[src/rtl/viterbi_decoder_k3.sv]
// Hard-decision rate-1/2 K=3 (7,5) Viterbi decoder, register-exchange survivors.
// Define VITERBI_METRIC_OUT_EN to expose the final state-0 path metric (err_metric).
module viterbi_decoder_k3 #(
    parameter int FRAME_LEN = 8,
    parameter int PM_W      = 6
) (
    input  logic                 clk,
    input  logic                 rst_n,
    input  logic [1:0]           in_sym,
    input  logic                 in_valid,
    output logic                 in_ready,
    output logic [FRAME_LEN-1:0] dec_data,
    output logic                 out_valid,
    input  logic                 out_ready
`ifdef VITERBI_METRIC_OUT_EN
    ,
    output logic [PM_W-1:0]      err_metric
`endif
);

    localparam int PATH_W = FRAME_LEN + 2;
    localparam int CNT_W  = $clog2(FRAME_LEN + 2);
    localparam logic [CNT_W-1:0] LAST_CNT = CNT_W'(FRAME_LEN + 1);
    localparam logic [3:0][PM_W-1:0] PM_INIT =
        {{3{{PM_W{1'b1}}}}, {PM_W{1'b0}}};

    typedef enum logic {ACC, OUT} state_t;

    state_t                     state;
    state_t                     stateNext;
    logic [CNT_W-1:0]           count;
    logic [3:0][PM_W-1:0]       pm;
    logic [3:0][PM_W-1:0]       pmNext;
    logic [3:0][PATH_W-1:0]     path;
    logic [3:0][PATH_W-1:0]     pathNext;
    logic                       accept;
    logic                       outXfer;
    logic                       lastSym;

    function automatic logic [1:0] branchMetric(
        input logic [1:0] sym,
        input logic [1:0] pred,
        input logic       u
    );
        logic c0;
        logic c1;
        c0 = u ^ pred[1] ^ pred[0];
        c1 = u ^ pred[0];
        return {1'b0, sym[1] ^ c0} + {1'b0, sym[0] ^ c1};
    endfunction

    function automatic logic [PM_W-1:0] satAdd(
        input logic [PM_W-1:0] a,
        input logic [1:0]      b
    );
        logic [PM_W:0] sum;
        sum = {1'b0, a} + {{(PM_W-1){1'b0}}, b};
        return sum[PM_W] ? {PM_W{1'b1}} : sum[PM_W-1:0];
    endfunction

    // Next state ns is reached from {ns[0],0} or {ns[0],1} with input u=ns[1]
    for (genvar g = 0; g < 4; g++) begin : gAcs
        localparam logic [1:0] NS = 2'(g);
        localparam logic       U  = NS[1];
        localparam logic [1:0] P0 = {NS[0], 1'b0};
        localparam logic [1:0] P1 = {NS[0], 1'b1};

        logic [PM_W-1:0]   cand0;
        logic [PM_W-1:0]   cand1;
        logic              pick1;
        logic [PATH_W-1:0] surv;

        assign cand0 = satAdd(pm[P0], branchMetric(in_sym, P0, U));
        assign cand1 = satAdd(pm[P1], branchMetric(in_sym, P1, U));
        assign pick1 = cand1 < cand0;
        assign surv  = pick1 ? path[P1] : path[P0];
        assign pmNext[g]   = pick1 ? cand1 : cand0;
        assign pathNext[g] = (surv << 1) | PATH_W'(U);
    end

    assign accept  = in_valid & in_ready;
    assign outXfer = out_valid & out_ready;
    assign lastSym = (count == LAST_CNT);

    always_comb begin
        stateNext = state;
        in_ready  = 1'b0;
        out_valid = 1'b0;
        unique case (state)
            ACC: begin
                in_ready = 1'b1;
                if (in_valid && lastSym) stateNext = OUT;
            end
            OUT: begin
                out_valid = 1'b1;
                if (out_ready) stateNext = ACC;
            end
            default: stateNext = ACC;
        endcase
    end

    always_ff @(posedge clk or negedge rst_n) begin
        if (!rst_n) state <= ACC;
        else        state <= stateNext;
    end

    always_ff @(posedge clk or negedge rst_n) begin
        if (!rst_n) begin
            count    <= '0;
            pm       <= PM_INIT;
            path     <= '0;
            dec_data <= '0;
        end else if (accept) begin
            count <= count + 1'b1;
            pm    <= pmNext;
            path  <= pathNext;
            // Tail bits sit in the two LSBs of the state-0 survivor
            if (lastSym) dec_data <= pathNext[0][PATH_W-1:2];
        end else if (outXfer) begin
            count <= '0;
            pm    <= PM_INIT;
            path  <= '0;
        end
    end

`ifdef VITERBI_METRIC_OUT_EN
    always_ff @(posedge clk or negedge rst_n) begin
        if (!rst_n)                  err_metric <= '0;
        else if (accept && lastSym)  err_metric <= pmNext[0];
    end
`endif

endmodule

[config.mk]
export PLATFORM = sky130hd
export DESIGN_NAME = viterbi_decoder_k3
export DESIGN_NICKNAME = d
export VERILOG_FILES = /design/src/rtl/viterbi_decoder_k3.sv
export SDC_FILE = /design/constraint.sdc
export NUM_CORES = 1
export LEC_CHECK = 0
export CAP_MARGIN = 30
export CORE_ASPECT_RATIO = 1.75
export CORE_MARGIN = 5
export CORE_UTILIZATION = 35
export DETAILED_ROUTE_END_ITERATION = 10
export PLACE_DENSITY_LB_ADDON = 0.1
export RECOVER_POWER = 25
export SLEW_MARGIN = 20
export SYNTH_ARGS = -nofsm -noshare
export SYNTH_HDL_FRONTEND = slang
export SYNTH_SLANG_ARGS = --single-unit
[constraint.sdc]
create_clock -name clk -period 4.3 [get_ports clk]
set_clock_uncertainty 0.2 [all_clocks]
set_input_delay 0.86 -clock clk [delete_from_list [all_inputs] [get_ports clk]]
set_output_delay 0.86 -clock clk [all_outputs]
set_load 0.02 [all_outputs]
==> results.md <==
## Run status
• finished, violations left — run status
• capacitance limit, slew limit — violated checks

## Synthesis
• sky130_fd_sc_hd__dfrtp_1 (22%), sky130_fd_sc_hd__ha_1 (8.9%), sky130_fd_sc_hd__dfstp_2 (8.9%) — biggest area contributors in the synthesized netlist
• 678 — synthesized netlist net count
• 68 — library cells used by synthesis
• sky130_fd_sc_hd__dfrtp_1 — top_reg_cell synth
• 0 — Yosys warning total
• 100% — FFs w/ async S/R, synth
• 22.1% — area fraction of the dominant cell type after synthesis
• 5310 sq um — Post-Syn Area
• sky130_fd_sc_hd__dfrtp_1 — cell type with the largest total area after synthesis
• sky130_fd_sc_hd__nand2_1 — most used standard cell by instance count after synthesis
• 31.0% — fraction of the yosys area taken by sequential cells
• 65 — number of storage elements in the synthesis netlist
• 0 — Post-synth EDFFs
• sky130_fd_sc_hd__nand2_1 (78), sky130_fd_sc_hd__nor2_1 (52), sky130_fd_sc_hd__dfrtp_1 (47) — Synth top cells by count
• 634 — synthesized instance count
• 8.38 sq um — Synth Area per Inst

## Layout
• 918 — post-route non-filler standard cell count
• 0 — count of inserted antenna diode cells
• 27.7% — Area growth, synth to finish
• 26.9% — fraction of layout cells with a size suffix above 1
• 1650 sq um — FF/Latch Area
• 1506 — count of fill cells added during filler insertion
• 3490 sq um — combined area of the multi-input logic cells
• 774 — final layout net count

## Floorplan
• 103 um — Die Span X
• 173 um — die outline height
• 17800 sq um — die area
• 14900 sq um — core area
• 59 — std cell rows
• 35.6% — effective utilization at floorplan
• 16 — io pins

## Drt
• 16600 um — Routed WL
• 5.53 — via/cell ratio
• 0 — number of design rule violations left after detail routing
• 0 — Antenna Violating Nets Remaining
• 4 — number of iterations in the first detailed-routing pass
• 18.1 um — detailed-route wire length per cell
• 207 — Detailed Route Iter0 Violations
• 5079 — routed vias

## Critical path
• input pin — kind of start point of the critical path
• 4160 ps — critical path data arrival time
• 9 — maximum fanout along the worst path
• 4360 ps — required time of the critical path
• 480 ps — worst stage delay on the critical path
• sky130_fd_sc_hd__clkdlybuf4s50_1 — master of the slowest instance on the critical path
• register — CP Capture Type
• in2reg — worst setup path category
• sky130_fd_sc_hd__buf_4 — most numerous cell on the critical path
• clkdlybuf4s50_1 > inv_1 > ha_4 > inv_2 > buf_4 > ha_2 > nand2b_1 > a21oi_2 > buf_4 > nor2_1 > mux2_2 > ha_4 > nand2_1 > o21ai_0 > a21o_1 > buf_12 > buf_4 > nor3_1 > nor3_1 — cells along the critical path

## Clock tree
• 340 ps — clk_lat worst skew
• done — TritonCTS clock tree
• 3 — CTS H-tree depth
• 65 — clock sinks
• sky130_fd_sc_hd__clkbuf_16 — clock tree root buffer cell
• 9 — Inserted Clock Buffers
• 2 — largest buffer count on any clock path
• 70 ps — Clock Pin Slew Worst Setup and Hold Paths

## Placed design
• 901 — Placed Cells incl. Taps
• 15 — Port Buffers
• 12500 um — HPWL after detailed placement
• 0.847 — routability congestion estimate

## STA
• -27.3% — max_slew headroom
• 0 — final setup violating endpoints
• 95.2% — part of the cycle the worst path needs
• 0.244 GHz — Max Clock Freq
• 0 — hold violation total from the final report
• 4090 ps — min cycle time layout
• 31 — max-slew violations
• 1910 ps — Tightest Pin Transition
• 279 ps — worst slack on hold paths

## GRT
• 5088 — vias in the first global route
• 45 — largest net degree at the start of global routing
• 19.4% — total global-route track usage
• 0 — grt total ovfl
• 27100 um — global-route wire length before repair
• 0 — initial antenna violation count

## Flow run
• 1 — total of max-cap violations

## Pwr
• 0.000650 V — worst voltage drop across the vdd grid
• 985 nW/um^2 — power density over the cells
• 0.00296 uW — static power due to leakage

## Worst hold path
• reg2reg — kind of path behind the tightest hold check

==> cell usage in the layout (no fill, tap or decap), types with 13 or more instances in the layout <==
cell type                           n
sky130_fd_sc_hd__nor3_1            41
sky130_fd_sc_hd__buf_4            100
sky130_fd_sc_hd__clkdlybuf4s50_1   13
sky130_fd_sc_hd__nor2_1            52
sky130_fd_sc_hd__nand3_1           21
sky130_fd_sc_hd__dfstp_2           18
sky130_fd_sc_hd__dfrtp_1           47
sky130_fd_sc_hd__o211ai_1          17
sky130_fd_sc_hd__o21ai_1           17
sky130_fd_sc_hd__a21oi_1           37
sky130_fd_sc_hd__inv_1             21
sky130_fd_sc_hd__o21ai_0           17
sky130_fd_sc_hd__ha_1              33
sky130_fd_sc_hd__nand2_1           78
==> through the flow <==
| stage | utilization [%] | total power, uW | cell area (sq um) | TNS, ps | setup slack [ps] |
|---|---|---|---|---|---|
| 6_report | 45.5 | 6680 | 6780 | 0 | 206 |
| 5_1_grt | 45.5 | 7250 | 6780 | -23.0 | -21.0 |
| 4_1_cts | 44.8 | 6550 | 6690 | 0 | 90.3 |
| 3_5_place_dp | 42.6 | 5720 | 6360 | -13860 | -489 |
| 3_3_place_gp | 42.6 | 5670 | 6360 | -11870 | -458 |
| 2_1_floorplan | - | 3930 | 5310 | 0 | 102 |
==> final cells by class <==
type,count,share of cell area [%]
Timing Repair Buffer,125,15.0
Tap cell,183,3.38
Sequential cell,65,24.3
Inverter,24,1.33
Clock buffer,9,3.32
Multi-Input combinational cell,505,51.5
Clock inverter,7,1.25
==> per-layer routing <==
metal | wire length (um) | global-route usage, %
met1 | 6550 | 22.0
met2 | 9210 | 35.3
met3 | 323 | 2.62
met4 | 552 | 7.94
met5 | 0 | 0
==> cells by family (layout without fill, tap and decap cells) <==
logic type | count (synthesis) | count (layout) | synth area share, %
DFF | 65 | 65 | 31.0
xor gates and xnor gates | 17 | 17 | 2.94
buffers and inverters | 64 | 165 | 5.53
adders and majority gates | 38 | 38 | 8.95
muxes | 19 | 19 | 3.77
AOI/OAI and AO/OA | 185 | 185 | 25.4
and+or+nand+nor | 246 | 246 | 22.3
==> timing repair <==
item / in CTS / in global routing
pin swaps: 1 / 9
setup buffers: 0 / 0
hold endpoints to repair: 0 / 0
cloned: 0 / 1
gates resized for setup: 4 / 26
setup endpoints to repair: 17 / 42
hold buffers: 0 / 0
==> critical path, delay by kind of cell <==
kind / cells / cell delay, ps
AOI/OAI and AO/OA: 3 / 620
adders and majority gates: 3 / 730
buffers and inverters: 7 / 1170
muxes: 1 / 310
and+or+nand+nor: 5 / 450
==> state kept, by name (all words and copies together), names as in the netlist <==
register  count
path         28
pm           24
dec_data      8
count         4
state         1
==> final timing paths <==
path	startpoint	end	slack, ps	cells past startpoint
min	path[30]	path[31]	280	2
max in group asynchronous	rst_n	path[15]	1260	2
max reg2reg	pm[6]	pm[5]	1040	13
min reg2reg	path[30]	path[31]	280	2
min in group asynchronous	rst_n	pm[2]	850	1
max	in_sym[0]	pm[22]	210	19
==> power by group <==
| part | total [uW] | internal [uW] | switching (uW) |
|---|---|---|---|
| clock | 789 | 462 | 327 |
| sequential | 1310 | 935 | 372 |
| combinational | 4580 | 2130 | 2450 |
Power figures use the tool's default switching activity.
